<file path="src/rtl/memory_loader_pkg.sv">
// rtl/memory_loader_pkg.sv - shared state encoding and word geometry for the byte loader
package memory_loader_pkg;

  localparam int WORD_W         = 32;
  localparam int BYTES_PER_WORD = 4;
  localparam int DEFAULT_DEPTH  = 5120;

  typedef enum logic [1:0] {
    IDLE   = 2'd0,
    FILL   = 2'd1,
    WRITE  = 2'd2,
    FINISH = 2'd3
  } state_t;

endpackage

</file>
<file path="src/rtl/byte_packer.sv">
// rtl/byte_packer.sv - little-endian 4-lane word assembler with byte-enable accumulator
module byte_packer
  import memory_loader_pkg::*;
(
  input  logic                      clk,
  input  logic                      reset_n,
  input  logic                      load,
  input  logic                      clear,
  input  logic [7:0]                data,
  output logic [WORD_W-1:0]         word,
  output logic [BYTES_PER_WORD-1:0] byteenable,
  output logic                      full
);

  logic [WORD_W-1:0]         word_q;
  logic [BYTES_PER_WORD-1:0] be_q;
  logic [1:0]                lane_idx;

  // clear wins over load so a fresh word never inherits stale lanes
  always_ff @(posedge clk) begin
    if (!reset_n) begin
      word_q   <= '0;
      be_q     <= '0;
      lane_idx <= '0;
    end else if (clear) begin
      word_q   <= '0;
      be_q     <= '0;
      lane_idx <= '0;
    end else if (load) begin
      word_q[{lane_idx, 3'b000} +: 8] <= data;
      be_q[lane_idx]                  <= 1'b1;
      lane_idx                        <= lane_idx + 2'd1;
    end
  end

  assign word       = word_q;
  assign byteenable = be_q;
  // high when the next load lands in the top lane and completes the word
  assign full       = (lane_idx == 2'(BYTES_PER_WORD - 1));

endmodule

</file>
<file path="src/rtl/memory_byte_loader.sv">
// rtl/memory_byte_loader.sv - byte stream to 32-bit memory write master
// Optional running byte checksum output when LOADER_CHECKSUM_EN is defined.
module memory_byte_loader
  import memory_loader_pkg::*;
#(
  parameter int ADDR_W = 13,
  parameter int DEPTH  = DEFAULT_DEPTH,
  parameter int LEN_W  = 16
) (
  input  logic                clk,
  input  logic                reset_n,
  input  logic                start,
  input  logic [ADDR_W-1:0]   start_addr,
  input  logic [LEN_W-1:0]    byte_count,
  output logic                busy,
  output logic                done,
  output logic                err,
  input  logic [7:0]          s_data,
  input  logic                s_valid,
  output logic                s_ready,
  output logic [ADDR_W-1:0]   m_address,
  output logic [3:0]          m_byteenable,
  output logic                m_chipselect,
  output logic                m_write,
  output logic [WORD_W-1:0]   m_writedata,
  output logic                m_clken
`ifdef LOADER_CHECKSUM_EN
  ,
  output logic [15:0]         checksum
`endif
);

  localparam logic [ADDR_W-1:0] LAST_ADDR = ADDR_W'(DEPTH - 1);

  state_t              state;
  state_t              next_state;
  logic [ADDR_W-1:0]   word_addr;
  logic [LEN_W-1:0]    remaining;
  logic                done_q;
  logic                err_q;
  logic                err_next;
  logic                start_accept;
  logic                addr_inc;
  logic                pk_clear;
  logic                handshake;
  logic [WORD_W-1:0]   pk_word;
  logic [3:0]          pk_be;
  logic                pk_full;

  assign handshake = s_valid && s_ready;

  byte_packer u_packer (
    .clk        (clk),
    .reset_n    (reset_n),
    .load       (handshake),
    .clear      (pk_clear),
    .data       (s_data),
    .word       (pk_word),
    .byteenable (pk_be),
    .full       (pk_full)
  );

  always_ff @(posedge clk) begin
    if (!reset_n) begin
      state     <= IDLE;
      word_addr <= '0;
      remaining <= '0;
      done_q    <= 1'b0;
      err_q     <= 1'b0;
    end else begin
      state  <= next_state;
      done_q <= (next_state == FINISH);
      err_q  <= err_next;
      if (start_accept) begin
        word_addr <= start_addr;
      end else if (addr_inc) begin
        word_addr <= word_addr + 1'b1;
      end
      if (start_accept) begin
        remaining <= byte_count;
      end else if (handshake) begin
        remaining <= remaining - 1'b1;
      end
    end
  end

  always_comb begin
    next_state   = state;
    err_next     = 1'b0;
    start_accept = 1'b0;
    addr_inc     = 1'b0;
    pk_clear     = 1'b0;
    case (state)
      IDLE: begin
        if (start) begin
          start_accept = 1'b1;
          pk_clear     = 1'b1;
          // an out-of-range base aborts before any byte is taken
          if (start_addr > LAST_ADDR) begin
            err_next = 1'b1;
          end else if (byte_count == '0) begin
            next_state = FINISH;
          end else begin
            next_state = FILL;
          end
        end
      end
      FILL: begin
        if (handshake && (pk_full || remaining == LEN_W'(1))) begin
          next_state = WRITE;
        end
      end
      WRITE: begin
        if (remaining != '0) begin
          if (word_addr == LAST_ADDR) begin
            err_next   = 1'b1;
            next_state = IDLE;
          end else begin
            addr_inc   = 1'b1;
            pk_clear   = 1'b1;
            next_state = FILL;
          end
        end else begin
          next_state = FINISH;
        end
      end
      FINISH: begin
        next_state = IDLE;
      end
      default: begin
        next_state = IDLE;
      end
    endcase
  end

  assign busy         = (state != IDLE);
  assign done         = done_q;
  assign err          = err_q;
  assign s_ready      = (state == FILL);
  assign m_write      = (state == WRITE);
  assign m_chipselect = (state == WRITE);
  assign m_address    = word_addr;
  assign m_byteenable = pk_be;
  assign m_writedata  = pk_word;
  assign m_clken      = 1'b1;

`ifdef LOADER_CHECKSUM_EN
  logic [15:0] sum_q;

  always_ff @(posedge clk) begin
    if (!reset_n) begin
      sum_q <= '0;
    end else if (start_accept) begin
      sum_q <= '0;
    end else if (handshake) begin
      sum_q <= sum_q + {8'h00, s_data};
    end
  end

  assign checksum = sum_q;
`endif

endmodule

</file>
<file path="config.mk">
export PLATFORM = sky130hd
export DESIGN_NAME = memory_byte_loader
export DESIGN_NICKNAME = d
export VERILOG_FILES = /design/src/rtl/memory_loader_pkg.sv /design/src/rtl/byte_packer.sv /design/src/rtl/memory_byte_loader.sv
export SDC_FILE = /design/constraint.sdc
export NUM_CORES = 1
export LEC_CHECK = 0
export ABC_AREA = 1
export CORE_ASPECT_RATIO = 1.75
export CORE_UTILIZATION = 52
export CTS_BUF_LIST = sky130_fd_sc_hd__clkbuf_8
export DETAILED_ROUTE_END_ITERATION = 10
export GPL_TIMING_DRIVEN = 0
export PLACE_DENSITY = 0.84
export SYNTH_ARGS = -nofsm -noshare
export SYNTH_HDL_FRONTEND = slang
export SYNTH_SLANG_ARGS = --single-unit
</file>
<file path="constraint.sdc">
create_clock -name clk -period 2 [get_ports clk]
set_input_delay 0.4 -clock clk [delete_from_list [all_inputs] [get_ports clk]]
set_output_delay 0.4 -clock clk [all_outputs]
set_load 0.005 [all_outputs]
</file>
==> run metrics, run 1 <==
status finished clean; Die Width between 60 and 70 µm; worst skew pair latency 0.37 ns; Vias 4312; Worst-Margin Slew about 0.52 ns; GRT overflow 0; WL per Instance ~15 µm; Fin Hold WS between 0.4 and 0.5 ns; maximum vdd ir drop ~0.6 mV; Max Transition Viols Final 0; endpoints failing hold 0; CP arrival approximately 1.5 ns; CTS sink cnt slightly above 70; port bufs 95; highest clock rate approximately 520 MHz; hold crit path type reg2reg; core area about 7500 µm²; # Max-Cap Violations 0; DRC 0; worst clock skew roughly 0.0095 ns; Reg2Reg Setup Slack roughly 0.10 ns; most common cell after layout, fill and taps aside nand2_1; Hold Crit Start u_packer.byteenable[3]; Area Growth Syn to Fin 33.3%; post-route ant nets 0; RR Endpoint m_address[3]; Post-synth top flop dfxtp_1; CP Class reg2out; mapped cell area a little over 4000 µm²; synth warn 0; post-synthesis sequential area ratio 0.353; Post-synth EDFFs 0; worst hold path endpoint u_packer.byteenable[3]; net total in the final layout 760; fin util 0.714; RSZ-0062 raised after global routing no; critical-path maximum fanout 4; diode count 0; number of antenna violations at the first check in global routing 0; reg2reg start m_address[0]; Fillers between 500 and 600; Num CTS Buffers 9; fin crit period 1.93 ns; Distinct cells, synth 32; Initial Utilization 0.536; Cell Pwr Density between 800 and 900 nW/µm²; first-pass GRT wire length around 19000 µm; Final Setup Violations 0; Die Y around 120 µm; Synth Register Bits 71; syn_nets 650; Pleak between 2 and 2.5 nW; clock-pin slew on the worst setup and hold paths 0.08 ns; Rel. slew slack 0.655; vias in the first global route about 4100; drt first pass iters 5; Site Rows 42; CTS Hold Bufs 0; largest net degree at the start of global routing 15; gpl congestion 0.902; hold depth 2; Synth Instances approximately 600; Root Driver clkbuf_8; Via density between 5 and 6; TritonCTS clock tree done; most frequent cells in the layout nand2_1, clkdlybuf4s50_1, nor2_1, inv_1, dfxtp_1; syn avg cell area slightly below 7 µm²; element type at the critical path end primary output; gr usage total 0.311; Initial DRC Count roughly 190; placed wire-length estimate about 9100 µm; Die ar. 8110 µm²; Max H-tree Level 3; Worst EP required ~1.6 ns; CP Launch Type flip-flop; setup TNS 0 ns; reg2reg path depth 10; Clock Tree Buf Depth 2; layout cell share with drive strength beyond 1 0.118; IO Count 97; Final Cycle Share 0.966; Synth async-reset ratio 0; drt total wl 11900 µm
-- what timing repair did --
action                     in CTS  in global routing
resized for setup               3                  9
setup endpoints to repair      13                 18
buffers inserted                0                  4
pin swaps                       0                  1
-- synth_stat cells (5+ instances only) --
cell	number	area [µm²]
nand4_1	6	37.5
a32oi_1	5	43.8
nand3_1	51	255
xor2_1	6	52.6
o21ai_0	48	240
dfxtp_1	71	1420
nor2_4	6	67.6
nor2_1	96	360
nand2_2	6	37.5
a21oi_1	20	100
nand2_1	133	499
ha_1	11	138
clkbuf_1	6	22.5
a21oi_2	19	166
inv_1	70	263
buf_2	7	35.0
-- stage by stage --
stage                     setup WS [ns]  total power [W]  area, µm²  cells
after floorplan                   0.328          0.00283       4030    598
after global placement           -0.188          0.00339       5090    781
after detailed placement         -0.247          0.00344       5090    781
after CTS                       -0.0390          0.00476       5330    797
after global routing            0.00206          0.00510       5370    801
final                            0.0681          0.00480       5370    801
-- critical path, stage by stage, from the launching register on --
cell             delay, ns
dfxtp_2               0.34
inv_2                 0.06
nor2_4                0.15
buf_4                 0.12
clkdlybuf4s50_1       0.49
-- area by class of cell --
| cell class | count | area [µm²] | area share |
|---|---|---|---|
| buffer | 21 | 133 | 0.0247 |
| inverter | 73 | 274 | 0.0511 |
| clock inverter | 7 | 105 | 0.0196 |
| tap | 88 | 110 | 0.0205 |
| sequential | 71 | 1430 | 0.266 |
| timing repair buffer | 99 | 981 | 0.183 |
| multi-input combinational | 433 | 2210 | 0.412 |
| clock buffer | 9 | 124 | 0.0231 |
-- power breakdown --
part	switching [W]	leakage, nW	internal (W)
Combinational	0.00101	1.57	0.000710
Clock	0.000600	0.112	0.000718
Sequential	0.000196	0.580	0.00157
Total	0.00180	2.26	0.00299
-- layer usage --
metal,vias to the layer above,global-route usage,routed length (µm)
li1,2135,-,-
met1,1947,0.286,4180
met2,177,0.545,6260
met3,53,0.0849,684
met4,0,0.230,792
met5,-,0,0
-- state kept, by name, summed over array words and instances (netlist names) --
name	cells
u_packer.lane_idx	2
done	1
remaining	16
state	2
m_address	13
u_packer.byteenable	4
err	1
u_packer.word	32
-- cells by family (layout without fill, tap and decap cells) --
| group | Yosys count | after routing | synth area share |
|---|---|---|---|
| XOR/XNOR | 6 | 6 | 0.0131 |
| AND/OR/NAND/NOR | 309 | 309 | 0.337 |
| buffers and inverters | 94 | 209 | 0.101 |
| flip-flops | 71 | 71 | 0.353 |
| other | 1 | 1 | 0.000931 |
| AO/OA/AOI/OAI | 106 | 106 | 0.161 |
| adder cells (fa/ha/maj) | 11 | 11 | 0.0342 |
-- how the worst max path moves through the flow --
stage / startpoint / to / depth (start not counted) / slack, ns
final: state[1] / m_write / 4 / 0.07
after global routing: u_packer.lane_idx[0] / u_packer.word[3] / 7 / 0.002
after CTS: state[1] / m_write / 4 / -0.04
after detailed placement: s_valid / remaining[6] / 8 / -0.25
after global placement: s_valid / remaining[6] / 8 / -0.19
after floorplan: u_packer.lane_idx[0] / u_packer.word[16] / 8 / 0.33
(Power assumes the default switching activity.)
==> run 2, diff against run 1 <==
Settings changed: RECOVER_POWER set to 100, SKIP_LAST_GASP set to 1.
==> run 2 against run 1 <==
Count of clock-buffer cells in the layout stayed put. Maximum frequency is 0.24% higher. Sequential cell count is the same. Combinational power shrank 3%. Worst setup slack improved by 0.0046 ns. Critical path type unchanged. Largest cell class unchanged.
==> run metrics, run 2 (synthesis gave the netlist of run 1 again) <==
number of antenna violations at the first check in global routing 0 (unchanged); diode count 0 (unchanged); port bufs 95 (unchanged); GRT overflow 0 (unchanged); fin cells 801 (unchanged); RSZ-0062 raised after global routing no (unchanged); Worst-Margin Slew 0.533 ns (was 0.518 ns); hold crit path type reg2reg (unchanged); DRC 0 (unchanged); clock-pin slew on the worst setup and hold paths 0.08 ns (about the same); vias in the first global route 4129 (was 4127); critical-path maximum fanout 5 (was 4); Cell Pwr Density 893 nW/µm² (was 894 nW/µm²); most frequent cells in the layout nand2_1, nor2_1, inv_1, dfxtp_1, dlygate4sd3_1 (was nand2_1, clkdlybuf4s50_1, nor2_1, inv_1, dfxtp_1); CP Class reg2out (unchanged); Max Transition Viols Final 0 (unchanged); fin crit period 1.93 ns (about the same); CP arrival 1.53 ns (about the same); endpoints failing hold 0 (unchanged); core area 7510 µm² (unchanged); status finished clean (unchanged); fin util 0.705 (was 0.714); Worst EP required 1.60 ns (about the same); CTS sink cnt 71 (unchanged); Rel. slew slack 0.643 (was 0.655); met2 wire length 6260 µm (about the same); top routing layer used met4 (unchanged); Initial Utilization 0.536 (unchanged); CTS Hold Bufs 0 (unchanged); Vias 4300 (was 4312); CP Launch Type flip-flop (unchanged); worst skew pair latency 0.37 ns (about the same); placed wire-length estimate 9060 µm (unchanged); dpl cells 781 (unchanged); gpl congestion 0.902 (unchanged); metal3 WL 658 µm (was 684 µm); # Max-Cap Violations 0 (unchanged); element type at the critical path end primary output (unchanged); Die ar. 8110 µm² (unchanged); highest clock rate 519 MHz (was 518 MHz); drt first pass iters 4 (was 5); Initial DRC Count 205 (was 191); Num CTS Buffers 9 (unchanged); Die Y 118 µm (unchanged); Clock Tree Buf Depth 2 (unchanged); Pleak 2.43 nW (was 2.26 nW); gr usage total 0.311 (unchanged); net total in the final layout 760 (unchanged); most common cell after layout, fill and taps aside nand2_1 (unchanged); post-route ant nets 0 (unchanged); Via density 5.37 (was 5.38); layout cell share with drive strength beyond 1 0.0954 (was 0.118); TritonCTS clock tree done (unchanged); max reg flops 32 (unchanged); Site Rows 42 (unchanged); largest net degree at the start of global routing 15 (unchanged); WL per Instance 14.9 µm (about the same); Die Width 68.5 µm (unchanged); worst clock skew 0.00877 ns (was 0.00948 ns); Area Growth Syn to Fin 31.6% (was 33.3%); Final Cycle Share 0.964 (was 0.966); drt total wl 11900 µm (about the same); DRT met1 WL 4250 µm (was 4180 µm); first-pass GRT wire length 18700 µm (unchanged); Max H-tree Level 3 (unchanged); Final Setup Violations 0 (unchanged); IO Count 97 (unchanged); maximum vdd ir drop 0.599 mV (was 0.601 mV); Root Driver clkbuf_8 (unchanged); Fin Hold WS 0.455 ns (was 0.461 ns)
[run 2: layout make-up]
type                    count  area, µm²
fillers                   630       2220
multi-input cells         433       2150
flip-flops and latches     71       1430
repair buffers             99        981
inverters                  73        274
plain buffers              21        125
clock buffers               9        124
well taps                  88        110
clock inverters             7        105
[run 2: worst max-delay path, stage by stage, from the launching register on]
cell           delay [ns]
dfxtp_2              0.40
inv_1                0.07
nand2_1              0.10
dlygate4sd3_1        0.58
[run 2: report_power, final]
part	total [W]	internal, W	switching (W)
sequential	0.00176	0.00157	0.000192
combinational	0.00166	0.000666	0.000992
clock	0.00131	0.000718	0.000596
total	0.00473	0.00295	0.00178
[run 2: repair_timing]
| action | CTS | global route |
|---|---|---|
| gates resized for setup | 3 | 9 |
| setup endpoints to repair | 13 | 18 |
| pin swaps | 0 | 1 |
| setup buffers | 0 | 4 |
[run 2: path summary, 6_finish.rpt]
path,from,end,slack (ns),cells past startpoint
min,u_packer.byteenable[3],u_packer.byteenable[3],0.45,2
max reg2reg,m_address[0],u_packer.word[3],0.12,10
min reg2reg,u_packer.byteenable[3],u_packer.byteenable[3],0.45,2
max,state[0],busy,0.07,3
[run 2: metal layers]
| metal | track usage | vias to the layer above |
|---|---|---|
| met4 | 0.230 | 0 |
| met1 | 0.286 | 1956 |
| met5 | 0 | - |
| met3 | 0.0849 | 49 |
| li1 | - | 2139 |
| met2 | 0.545 | 156 |
[run 2: metrics by stage]
stage	setup WS (ns)	setup TNS [ns]	power (W)	cell area (µm²)
3_3_place_gp	-0.188	-2.57	0.00339	5090
3_5_place_dp	-0.247	-3.47	0.00344	5090
5_1_grt	0.00169	0	0.00504	5300
6_report	0.0727	0	0.00473	5300
4_1_cts	-0.0390	-0.0390	0.00476	5330
2_1_floorplan	0.328	0	0.00283	4030
==> run 3, diff against run 2 <==
Settings changed: CTS_BUF_LIST sky130_fd_sc_hd__clkbuf_8 to sky130_fd_sc_hd__clkbuf_4 sky130_fd_sc_hd__clkbuf_8.
==> results of run 3 <==
Same layout as run 2: the final DEF is identical, and so are final timing and power.
